$ cat src/rtl/fcvtint_seq.sv
// fcvtint_seq: sequencer for the FP->integer conversion round/negate/MSB-select datapath
// Ports:
//   clk, reset_n (async, active-low), Flush (drop the in-flight op, no response)
//   Req*  : op request handshake (ReqValid/ReqReady) plus operand and control fields
//   Dp*   : registered operands out to the external datapath, DpNegRes/DpNegResMsbs back
//   Rsp*  : result handshake (RspValid/RspReady), RspRes, RspNV, RspNX
//   OvfCount : present only when FCVTINT_OVFCNT_EN is defined; counts accepted NV responses
module fcvtint_seq #(
    parameter int XLEN        = 64,
    parameter int NORMSHIFTSZ = 110
) (
    input  logic                   clk,
    input  logic                   reset_n,
    input  logic                   Flush,
    input  logic                   ReqValid,
    output logic                   ReqReady,
    input  logic                   ReqSigned,
    input  logic                   ReqInt64,
    input  logic                   ReqPlus1,
    input  logic                   ReqXs,
    input  logic                   ReqNaN,
    input  logic                   ReqForceOvf,
    input  logic                   ReqInexact,
    input  logic [NORMSHIFTSZ-1:0] ReqShifted,
    output logic                   DpSigned,
    output logic                   DpInt64,
    output logic                   DpPlus1,
    output logic                   DpXs,
    output logic [NORMSHIFTSZ-1:0] DpShifted,
    input  logic [XLEN+1:0]        DpNegRes,
    input  logic [1:0]             DpNegResMsbs,
`ifdef FCVTINT_OVFCNT_EN
    output logic [31:0]            OvfCount,
`endif
    output logic                   RspValid,
    input  logic                   RspReady,
    output logic [XLEN-1:0]        RspRes,
    output logic                   RspNV,
    output logic                   RspNX
);
    typedef enum logic [1:0] {S_IDLE, S_EVAL, S_CHECK, S_RESP} state_t;
    state_t                   r_state, w_next;
    logic                     r_signed, r_int64, r_plus1, r_xs, r_nan, r_fovf, r_inexact;
    logic [NORMSHIFTSZ-1:0]   r_shifted;
    logic [XLEN+1:0]          r_negres;
    logic [1:0]               r_msbs;
    logic [XLEN-1:0]          r_res;
    logic                     r_nv, r_nx;
    logic                     w_accept, w_w64, w_z, w_ovf;
    logic [63:0]              w_sx32, w_sat;
    logic [XLEN-1:0]          w_res;
    always_comb begin
        w_next = Flush ? S_IDLE :
                 (r_state == S_IDLE)  ? (ReqValid ? S_EVAL : S_IDLE) :
                 (r_state == S_EVAL)  ? S_CHECK :
                 (r_state == S_CHECK) ? S_RESP :
                 (RspReady ? S_IDLE : S_RESP);
        w_accept = (r_state == S_IDLE) && ReqValid && !Flush;
    end
    // With XLEN=32 the 64-bit destination does not exist, so Int64 is ignored.
    // 32-bit results (signed and unsigned alike) are sign-extended to XLEN.
    always_comb begin
        w_w64  = (XLEN == 64) && r_int64;
        w_z    = (r_negres == '0);
        w_ovf  = r_nan | r_fovf |
                 (r_signed ? (r_xs ? ((r_msbs != 2'b11) & ~w_z) : (r_msbs != 2'b00))
                           : (r_xs ? ~w_z : (r_msbs != 2'b00)));
        w_sx32 = {{32{r_negres[31]}}, r_negres[31:0]};
        w_sat  = (r_nan | ~r_xs)
                 ? (r_signed ? (w_w64 ? 64'h7FFF_FFFF_FFFF_FFFF : 64'h0000_0000_7FFF_FFFF) : '1)
                 : (r_signed ? (w_w64 ? 64'h8000_0000_0000_0000 : 64'hFFFF_FFFF_8000_0000) : '0);
        w_res  = w_ovf ? XLEN'(w_sat) : (w_w64 ? r_negres[XLEN-1:0] : XLEN'(w_sx32));
    end
    always_ff @(posedge clk or negedge reset_n) begin
        if (!reset_n) begin
            r_state   <= S_IDLE;
            r_signed  <= 1'b0;
            r_int64   <= 1'b0;
            r_plus1   <= 1'b0;
            r_xs      <= 1'b0;
            r_nan     <= 1'b0;
            r_fovf    <= 1'b0;
            r_inexact <= 1'b0;
            r_shifted <= '0;
            r_negres  <= '0;
            r_msbs    <= 2'b00;
            r_res     <= '0;
            r_nv      <= 1'b0;
            r_nx      <= 1'b0;
        end else begin
            r_state <= w_next;
            if (w_accept) begin
                r_signed  <= ReqSigned;
                r_int64   <= ReqInt64;
                r_plus1   <= ReqPlus1;
                r_xs      <= ReqXs;
                r_nan     <= ReqNaN;
                r_fovf    <= ReqForceOvf;
                r_inexact <= ReqInexact;
                r_shifted <= ReqShifted;
            end
            if (r_state == S_EVAL) begin
                r_negres <= DpNegRes;
                r_msbs   <= DpNegResMsbs;
            end
            if (r_state == S_CHECK) begin
                r_res <= w_res;
                r_nv  <= w_ovf;
                r_nx  <= r_inexact & ~w_ovf;
            end
        end
    end
`ifdef FCVTINT_OVFCNT_EN
    logic [31:0] r_ovfcnt;
    // Counts only completed NV responses; a flush in the handshake cycle cancels it.
    always_ff @(posedge clk or negedge reset_n) begin
        if (!reset_n)
            r_ovfcnt <= '0;
        else if ((r_state == S_RESP) && RspReady && r_nv && !Flush && (r_ovfcnt != '1))
            r_ovfcnt <= r_ovfcnt + 32'd1;
    end
    assign OvfCount = r_ovfcnt;
`endif
    assign ReqReady  = (r_state == S_IDLE);
    assign RspValid  = (r_state == S_RESP);
    assign DpSigned  = r_signed;
    assign DpInt64   = r_int64;
    assign DpPlus1   = r_plus1;
    assign DpXs      = r_xs;
    assign DpShifted = r_shifted;
    assign RspRes    = r_res;
    assign RspNV     = r_nv;
    assign RspNX     = r_nx;
endmodule

$ cat config.mk
export PLATFORM = sky130hd
export DESIGN_NAME = fcvtint_seq
export DESIGN_NICKNAME = d
export VERILOG_FILES = /design/src/rtl/fcvtint_seq.sv
export SDC_FILE = /design/constraint.sdc
export NUM_CORES = 1
export LEC_CHECK = 0
export ABC_AREA = 1
export BUFFER_PORTS_ARGS = -buffer_cell sky130_fd_sc_hd__buf_2
export CAP_MARGIN = 20
export CORE_MARGIN = 2
export CORE_UTILIZATION = 50
export DETAILED_ROUTE_END_ITERATION = 7
export GPL_TIMING_DRIVEN = 0
export PLACE_DENSITY = 0.83
export SLEW_MARGIN = 20
export SYNTH_ARGS = -nofsm -noshare
export SYNTH_HDL_FRONTEND = slang
export SYNTH_SLANG_ARGS = --single-unit
$ cat constraint.sdc
create_clock -name clk -period 2.55 [get_ports clk]
set_input_delay 0.51 -clock clk [delete_from_list [all_inputs] [get_ports clk]]
set_output_delay 0.51 -clock clk [all_outputs]
set_load 0.01 [all_outputs]
==> results by group, run 1 <==
Critical path
  • R2R setup slack: ~0.63 ns
  • Startpoint Class: flip-flop
  • Worst Path Arrival: 2.33 ns
  • Reg2reg start: r_negres[4]
  • Reg-to-Reg End: RspRes[6]
  • Worst Path Class, Setup: reg2reg
  • Crit. End Element: flip-flop
  • Worst reg-to-reg path cell count: 13
  • WP data required: between 2 and 3 ns
  • Critical Path Fanout Max: 10

Route
  • Via Count: 8841
  • Vias per cell: 5.03
  • Post-route DRC: 0
  • Post-route antenna net violation count: 0
  • Routed WL per cell: ~18 µm
  • 1st-iter DRT viols: 445
  • Final WL: between 30000 and 40000 µm
  • 1st-pass router iterations: 5

Synthesis
  • Mapped Area: around 11000 µm²
  • Share of the synthesized area in the top cell type: between 50 and 60%
  • Top cells by area, synth: dfrtp_1 (59%), mux2_2 (14%), nand2_1 (9.8%)
  • Yosys cell types: 28
  • Syn_area_per_cell: ~10 µm²
  • Area leader, netlist: dfrtp_1
  • Synth warnings: 0
  • Synthesized flop and latch total: 253
  • Mapped Cells: 1041
  • Sequential element share of the synthesized area: 58.6%
  • Syn nets: 1231

Clock network
  • CTS tree: yes
  • Clock buffer depth: 3
  • Clock slew at reported path FFs: 0.06 ns
  • CTS Sinks: 253
  • Post-cts resize count: 0
  • H-Tree Depth: 1
  • Total CTS buffers: 28
  • Worst skew pair latency: ~0.53 ns
  • Clock root buffer: clkbuf_16

Power
  • Sequential power share: between 40% and 50%
  • Power share of the clock group: 25.7%
  • Peak supply drop: 0.641 mV
  • Psw: approximately 5.4 mW
  • Cell internal pwr: 10.4 mW
  • Gate power share: 34.0%
  • Pwr dens: 1120 nW/µm²
  • Net Sw Frac: 34.4%
  • Static leakage: 7.18 nW

STA
  • Final Hold Fails: 0
  • Max-slew violation count: 0
  • Period minus WS final: 1.92 ns
  • Worst Clk Skew: 0.0104 ns
  • Slew @ Worst Pin: 0.559 ns
  • Final Cycle Share: 75.1%
  • Slew HR: 62.8%
  • F_max: 522 MHz
  • RSZ-0062 raised after global routing: no
  • Setup Viol. Count Final: 0

Cells and area
  • Synth-to-Final Area Change: 30.3%
  • Reg area: 6330 µm²
  • Share of cells above drive strength 1: roughly two fifths
  • Fillcell total: ~1.7k
  • Non-filler instance count after layout: ~1.8k
  • Footprint of the multi-input gates: approximately 3800 µm²
  • Final Instance Area: 14100 µm²
  • Final nets: roughly 1.6k

Global route
  • First-pass GRT wire length: around 47000 µm
  • GRT Util Overall: 27.1%
  • Largest net degree at the start of global routing: 75
  • Grt ovf: 0
  • Vias in the first global route: 9043
  • Initial antenna violation count: 14

Run
  • MaxCap Viol Count: 0

Floorplanning
  • Die width: 151 µm
  • Rows: 53
  • Core outline area: 21100 µm²
  • Num ports: 372
  • Die H: about 150 µm
  • Initial Utilization: 51.2%
  • Die area: 22800 µm²

Outcome
  • Status: completed

Placed design
  • Dpl cells: 1690
  • RePlAce Congestion: between 0.8 and 0.9
  • Hpwl dp: 23200 µm
  • PortBufs: 371
  • DP Area: around 13000 µm²

Worst hold path
  • Worst Hold Launch: Flush
  • Hold path cells: 2
  • Hold WC Path Type: in2reg
  • Hold EP: r_state[1]
## worst max path at each step
stage | from | to | slack, ns
after detailed placement | Flush | DpShifted[72] | 0.65
after floorplan | r_state[0] | DpShifted[0] | 1.06
after global routing | r_negres[4] | RspRes[26] | 0.51
after CTS | r_negres[58] | RspRes[26] | 0.66
final | r_negres[4] | RspRes[6] | 0.63
after global placement | reset_n | DpShifted[69] | -3.37
## cell usage in the layout (no fill, tap or decap), types with 2 or more instances in the layout
master     instances
a21oi_1           51
buf_1              4
buf_12             7
buf_16             3
buf_2            393
buf_4             10
bufinv_16          2
clkbuf_1          25
clkbuf_16         29
clkbuf_8           9
dfrtp_1          253
diode_2           18
inv_1             53
mux2_2           138
nand2_1          281
nand2_2            2
nand2_4            3
nand3_1           64
nand3_2            3
nand4_1            2
nor2_1            85
nor2_2             2
o21ai_0           33
## stage by stage
step | hold slack (ns) | setup TNS, ns | utilization, % | power [mW] | setup slack [ns]
2_1_floorplan | 0.214 | 0 | - | 9.58 | 1.06
3_3_place_gp | 0.459 | -847.79 | 61.7 | 11.5 | -3.37
3_5_place_dp | 0.416 | 0 | 62.1 | 11.8 | 0.649
4_1_cts | 0.137 | 0 | 66.5 | 15.9 | 0.658
5_1_grt | 0.145 | 0 | 66.7 | 16.8 | 0.513
6_report | 0.141 | 0 | 66.7 | 15.8 | 0.634
## Yosys cell counts
cell type      number
nand3b_1            1
inv_2               1
nor2_1             85
nand3_2             3
buf_1               4
buf_12              7
nand2_4             3
nand3_1            64
dlygate4sd1_1       1
nand2_2             2
xnor2_1             1
o21ai_0            33
nand4_1             2
buf_4              10
clkbuf_1           16
clkbuf_8            2
mux2_2            138
dfrtp_1           253
inv_1              53
nand2_1           281
o31ai_1             1
clkbuf_4            1
nor3_2              1
buf_2              23
xor2_1              1
buf_6               1
a21oi_1            51
nor2_2              2
## power by group through the flow
stage	combinational [mW]	clock (mW)	sequential [mW]
2_1_floorplan	2.75	0	6.83
3_3_place_gp	5.20	0	6.32
3_5_place_dp	5.36	0	6.40
4_1_cts	5.42	4.09	6.36
5_1_grt	5.98	4.29	6.55
6_report	5.39	4.06	6.38
## per-layer routing
layer	up-vias	track usage, %	share of wire (%)
li1	4194	-	-
met1	4227	31.0	37
met2	345	47.1	51
met3	75	8.64	8.7
met4	0	10.7	3.4
met5	-	0	0
## area by class of cell
type / instances / area share [%]
repair buffers: 375 / 13.9
flip-flops and latches: 253 / 45.0
diodes: 18 / 0.320
clock inverters: 3 / 0.462
multi-input cells: 669 / 27.1
well taps: 275 / 2.44
inverters: 54 / 1.44
plain buffers: 65 / 3.27
clock buffers: 45 / 6.08
## logic make-up after synthesis
logic type	count (synthesis)	synth area share [%]
compound gates	85	3.96
simple gates	444	16.8
xor+xnor	2	0.162
mux	138	14.4
buf+inv	119	6.14
flops	253	58.6
## worst max-delay path: stages, from the launching register on
cell and delay, ns:
dfrtp_1 0.41, nor2_1 0.16, nand2_1 0.07, nor2_1 0.12, nand2_1 0.08, nor2_2 0.14, nand3_2 0.10, nand2_4 0.09
nand2_4 0.07, nand2_2 0.12, buf_4 0.20, nand2_1 0.10, nand2_1 0.07, nand2_1 0.06
## repair_timing
item                                   in CTS  in global routing
hold buffers                                1                  0
setup buffers                               0                  0
endpoints found under the hold margin      40                  0
## registers in the layout, indices dropped and copies added (netlist names), 2 cells and up
register and cells:
RspRes 64, r_msbs 2, DpShifted 110, r_state 2, r_negres 66
Power figures use the tool's default switching activity.
==> inputs of run 2 (changes only) <==
--- a/config.mk
+++ b/config.mk
@@ -9,10 +9,10 @@
 export BUFFER_PORTS_ARGS = -buffer_cell sky130_fd_sc_hd__buf_2
 export CAP_MARGIN = 20
 export CORE_MARGIN = 2
-export CORE_UTILIZATION = 50
+export CORE_UTILIZATION = 46
 export DETAILED_ROUTE_END_ITERATION = 7
 export GPL_TIMING_DRIVEN = 0
-export PLACE_DENSITY = 0.83
+export PLACE_DENSITY = 0.8
 export SLEW_MARGIN = 20
 export SYNTH_ARGS = -nofsm -noshare
 export SYNTH_HDL_FRONTEND = slang
==> constraint.sdc (replaced) <==
create_clock -name clk -period 1.6 [get_ports clk]
set_input_delay 0.32 -clock clk [delete_from_list [all_inputs] [get_ports clk]]
set_output_delay 0.32 -clock clk [all_outputs]
set_load 0.01 [all_outputs]
==> run 2 against run 1 <==
- the flow now finishes with violations (negative hold slack, negative setup slack)
- critical path depth stayed put
- worst hold slack worse by 0.43 ns
- routed wire length is 6.2% higher
- die area is 8.5% higher
- clock skew is 0.00067 ns higher
- cell count is 4.4% higher
- total power is 66% higher
- worst setup slack worse by 0.86 ns
- largest cell class unchanged
- largest power group unchanged
==> results by group, run 2 (synthesis results as in run 1) <==
Outcome
  • Status: finished, violations left
  • Failing checks: negative hold slack, negative setup slack

Route
  • Via Count: 9039
  • Post-route DRC: 0
  • 1st-iter DRT viols: about 560
  • Routed WL per cell: 18.1 µm
  • Vias per cell: 4.93
  • Final WL: ~33000 µm
  • 1st-pass router iterations: 7
  • Post-route antenna net violation count: 0

Cells and area
  • Max FFs per register: 110
  • Final Instance Area: 14900 µm²
  • Commonest non-fill, non-tap cell in the layout: buf_2
  • Reg area: 6330 µm²
  • Fillcell total: 1883
  • Non-filler instance count after layout: 1834
  • Footprint of the multi-input gates: a little under 4000 µm²
  • Synth-to-Final Area Change: 38.1%
  • Share of cells above drive strength 1: 44.1%
  • Commonest cells after routing, fill and taps aside: buf_2 (384), nand2_1 (279), dfrtp_1 (253), mux2_2 (138), nor2_1 (78)
  • Final nets: 1675

Floorplanning
  • Die width: 157 µm
  • Die H: approximately 160 µm
  • Num ports: 372
  • Rows: 56
  • Die area: 24700 µm²
  • Core outline area: approximately 23000 µm²
  • Initial Utilization: 46.5%

STA
  • F_max: 546 MHz
  • Worst Slack Setup Final: -0.230 ns
  • Final Hold Fails: between 60 and 70
  • Slew HR: 67.9%
  • Final Cycle Share: 114%
  • Worst Clk Skew: around 0.011 ns
  • Final Hold Slack: -0.291 ns
  • Slew @ Worst Pin: 0.481 ns
  • Period minus WS final: 1.83 ns
  • Setup Viol. Count Final: 64
  • Max-slew violation count: 0
  • RSZ-0062 raised after global routing: yes

Power
  • Pwr dens: between 1500 and 2000 nW/µm²
  • Peak supply drop: approximately 1.2 mV
  • Tot Pwr: 26.4 mW
  • Static leakage: 7.56 nW

Clock network
  • Clock buffer depth: 3
  • CTS tree: yes
  • Clock slew at reported path FFs: 0.07 ns
  • CTS Sinks: 253
  • Clock root buffer: clkbuf_16
  • Total CTS buffers: 27
  • Worst skew pair latency: around 0.53 ns
  • H-Tree Depth: 1

Placed design
  • DP Area: 13200 µm²
  • RePlAce Congestion: ~0.85
  • PortBufs: 371
  • Hpwl dp: 23400 µm
  • Dpl cells: roughly 1.7k

Global route
  • Initial antenna violation count: 11
  • Largest net degree at the start of global routing: approximately 80
  • First-pass GRT wire length: 48600 µm
  • Vias in the first global route: 9122
  • Grt ovf: 0
  • GRT Util Overall: between 20% and 30%

Critical path
  • Critical Path Fanout Max: 7
  • Crit. End Element: flip-flop
  • Worst Path Arrival: around 2.3 ns
  • WP data required: between 2 and 2.5 ns
  • Worst reg-to-reg path cell count: 13
  • Reg2reg start: r_negres[25]
  • Reg-to-Reg End: RspRes[41]
  • Worst Path Class, Setup: reg2reg
  • R2R setup slack: -0.23 ns
  • Startpoint Class: flip-flop

Run
  • MaxCap Viol Count: 0

Worst hold path
  • Hold WC Path Type: in2async
==> run 2: worst max path at each step <==
stage               slack, ns          from  cells after the start       endpoint
finish                  -0.23  r_negres[25]                     13     RspRes[41]
global route            -0.39  r_negres[25]                     13     RspRes[41]
CTS                     -0.24  r_negres[18]                     13      RspRes[3]
detailed placement      -0.30  r_negres[24]                     13     RspRes[52]
global placement        -4.23       reset_n                      1  DpShifted[10]
floorplan                0.11    r_state[0]                      5   DpShifted[0]
==> run 2: layer usage <==
metal / track usage (%) / wire length (µm) / up-vias
met1: 29.0 / 12200 / 4349
li1: - / - / 4268
met4: 10.0 / 1150 / 2
met2: 44.3 / 17000 / 347
met5: 0 / 13 / -
met3: 8.12 / 2810 / 73
==> run 2: what timing repair did <==
item	in CTS	in global routing
setup buffers	3	7
pin swaps	1	8
hold buffers	18	1
setup endpoints to repair	192	181
cloned	4	8
hold endpoints to repair	81	63
gates resized for setup	42	50
==> run 2: metrics by stage <==
step / utilization [%] / setup TNS [ns] / setup WS (ns)
3_3_place_gp: 56.2 / -1084.39 / -4.23
6_report: 64.1 / -12.76 / -0.230
2_1_floorplan: - / 0 / 0.113
3_5_place_dp: 56.6 / -35.20 / -0.302
4_1_cts: 62.2 / -12.39 / -0.242
5_1_grt: 64.1 / -21.40 / -0.391
==> run 2: where the power goes <==
group          switching [mW]  internal, mW  total, mW
combinational            5.04          4.26       9.30
clock                    2.63          4.19       6.82
sequential               1.40          8.83       10.2
total                    9.07          17.3       26.4
==> run 2: worst max-delay path: stages (launching register included) <==
cell and delay (ns):
dfrtp_1 0.41, nor2_2 0.14, nand2_2 0.10, nor2_4 0.12, nand2_1 0.07, nor2_2 0.13, nand3_2 0.11, nand2_4 0.10
nand2_4 0.10, nand2_8 0.14, clkbuf_8 0.15, nand2_1 0.04, nand2_1 0.06, nand2_1 0.05
==> run 2: area by class of cell <==
cell class | count | share of cell area, %
Clock inverter | 16 | 1.62
Multi-Input combinational cell | 669 | 26.3
Tap cell | 319 | 2.68
Antenna cell | 11 | 0.185
Sequential cell | 253 | 42.4
Buffer | 65 | 4.13
Timing Repair Buffer | 415 | 16.5
Inverter | 54 | 1.36
Clock buffer | 32 | 4.86
==> inputs of run 3 (changes only) <==
--- a/config.mk
+++ b/config.mk
@@ -8,6 +8,7 @@
 export ABC_AREA = 1
 export BUFFER_PORTS_ARGS = -buffer_cell sky130_fd_sc_hd__buf_2
 export CAP_MARGIN = 20
+export CORE_ASPECT_RATIO = 0.8
 export CORE_MARGIN = 2
 export CORE_UTILIZATION = 46
 export DETAILED_ROUTE_END_ITERATION = 7
==> run 3 against run 2 <==
- the run ends with negative setup slack left
- global-route usage rose by 0.18 points
- fmax fell by 2.0%
- critical path depth did not move
- utilization fell by 0.66 points
- combinational power fell by 2%
- non-clock buffer count rose by 20
- via count rose by 0.53%
==> results by group, run 3 (synthesis results as in run 1) <==
STA
  • F_max: around 540 MHz
  • Slew HR: about 64%
  • Final Hold Fails: 0
  • Setup Viol. Count Final: 64
  • RSZ-0062 raised after global routing: yes
  • Setup TNS: -14.92 ns
  • Period minus WS final: 1.87 ns
  • Worst Clk Skew: 0.0246 ns
  • Worst Slack Setup Final: -0.268 ns
  • Max-slew violation count: 0
  • Final Cycle Share: 117%
  • Slew @ Worst Pin: 0.536 ns

Cells and area
  • Reg area: 6330 µm²
  • Max FFs per register: 110
  • Final Core Density: 63.5%
  • Final nets: 1694
  • Final Instance Area: 14700 µm²
  • Commonest cells after routing, fill and taps aside: buf_2 (383), nand2_1 (281), dfrtp_1 (252), mux2_2 (138), nor2_1 (81)
  • Synth-to-Final Area Change: 36.3%
  • Commonest non-fill, non-tap cell in the layout: buf_2
  • Footprint of the multi-input gates: 3890 µm²
  • Fillcell total: 1853
  • Share of cells above drive strength 1: 41.9%

Critical path
  • Crit. End Element: flip-flop
  • WP data required: between 2 and 2.5 ns
  • Worst Path Class, Setup: reg2reg
  • Critical Path Fanout Max: 10
  • Worst Path Arrival: 2.27 ns
  • Startpoint Class: flip-flop

Route
  • 1st-pass router iterations: 5
  • Vias per cell: roughly 5.0
  • Final WL: approximately 32000 µm
  • Post-route antenna net violation count: 0
  • 1st-iter DRT viols: 581
  • Via Count: 9087
  • Post-route DRC: 0
  • Routed WL per cell: around 18 µm

Placed design
  • DP Area: 13100 µm²
  • Hpwl dp: around 23000 µm
  • Worst slack at placement: -0.247 ns
  • PortBufs: 371
  • RePlAce Congestion: 0.887

Worst hold path
  • Hold WC Path Type: in2reg

Power
  • Psw: 8.86 mW
  • Pwr dens: 1720 nW/µm²
  • Cell internal pwr: 16.5 mW
  • Gate power share: 36.0%
  • Tot Pwr: roughly 25 mW
  • Net Sw Frac: 35.0%
  • Peak supply drop: ~0.96 mV
  • Sequential power share: between 40% and 50%
  • Static leakage: 7.45 nW
  • Power share of the clock group: a little under a quarter

Floorplanning
  • Num ports: 372
  • Core outline area: between 20000 and 25000 µm²
  • Die H: 141 µm
  • Rows: 50
  • Die area: 24700 µm²
  • Die width: about 180 µm
  • Initial Utilization: 46.6%

Clock network
  • H-Tree Depth: 1
  • Clock buffer depth: 3
  • Clock slew at reported path FFs: about 0.060 ns
  • Worst skew pair latency: 0.54 ns
  • CTS tree: yes
  • Total CTS buffers: 26
  • CTS Sinks: around 250
  • Clock root buffer: clkbuf_16

Outcome
  • Failing checks: negative setup slack
  • Status: finished, violations left

Global route
  • First-pass GRT wire length: 49300 µm
  • GRT Util Overall: 25.6%
  • Grt ovf: 0
  • Largest net degree at the start of global routing: 100
  • Initial antenna violation count: 4
  • Vias in the first global route: 9074

Run
  • MaxCap Viol Count: 0
-- run 3: critical path: stages, from the launching register on --
cell and delay [ns]:
dfrtp_1 0.39, nor2_1 0.14, nand2_1 0.12, nor2_2 0.14, nand2_1 0.08, nor2_2 0.12, nand3_2 0.11, nand2_4 0.10
nand2_4 0.09, nand2_4 0.13, buf_6 0.15, nand2_1 0.05, nand2_1 0.06, nand2_1 0.05
-- run 3: final timing paths --
| path | start | to | slack [ns] | cells past startpoint |
|---|---|---|---|---|
| min | ReqShifted[3] | DpShifted[3] | 0.01 | 2 |
| max in group asynchronous | reset_n | DpShifted[91] | 0.39 | 3 |
| max | r_negres[2] | RspRes[26] | -0.27 | 13 |
| min in group asynchronous | reset_n | RspRes[0] | 0.36 | 2 |
| min reg2reg | RspRes[34] | RspRes[34] | 0.47 | 2 |
| max reg2reg | r_negres[2] | RspRes[26] | -0.27 | 13 |
-- run 3: metal layers --
layer  wire length (µm)  vias up  track usage (%)
li1                   -     4286                -
met1              12700     4391             31.9
met2              16000      337             43.1
met3               2610       71             7.44
met4               1130        2             8.11
met5                 13        -                0
-- run 3: stage by stage --
step	std cells	hold WS, ns
6_report	1835	0.0121
5_1_grt	1835	0.00490
4_1_cts	1828	0.0000789
3_5_place_dp	1726	0.321
3_3_place_gp	1724	0.458
2_1_floorplan	1041	0.0244
-- run 3: area by class of cell --
| class | count | area share [%] |
|---|---|---|
| clock buffer | 37 | 5.04 |
| timing repair buffer | 435 | 17.2 |
| antenna | 3 | 0.0510 |
| clock inverter | 7 | 0.654 |
| sequential | 253 | 43.0 |
| tap | 312 | 2.65 |
| buffer | 65 | 3.63 |
| multi-input combinational | 669 | 26.4 |
| inverter | 54 | 1.38 |
-- run 3: power by group through the flow --
stage	logic [mW]	registers, mW	clock network, mW
final	9.12	10.2	6.02
after CTS	8.99	10.1	6.12
after detailed placement	8.57	10.2	0
after global routing	10.1	10.4	6.39
after floorplan	4.38	10.9	0
after global placement	8.37	10.0	0
-- run 3: timing repair --
action / in CTS / in global routing
setup endpoints to repair: 189 / 180
pin swaps: 2 / 3
hold endpoints to repair: 119 / 0
resized for setup: 32 / 23
hold buffers: 54 / 0
buffers inserted: 2 / 3
cloned: 2 / 1
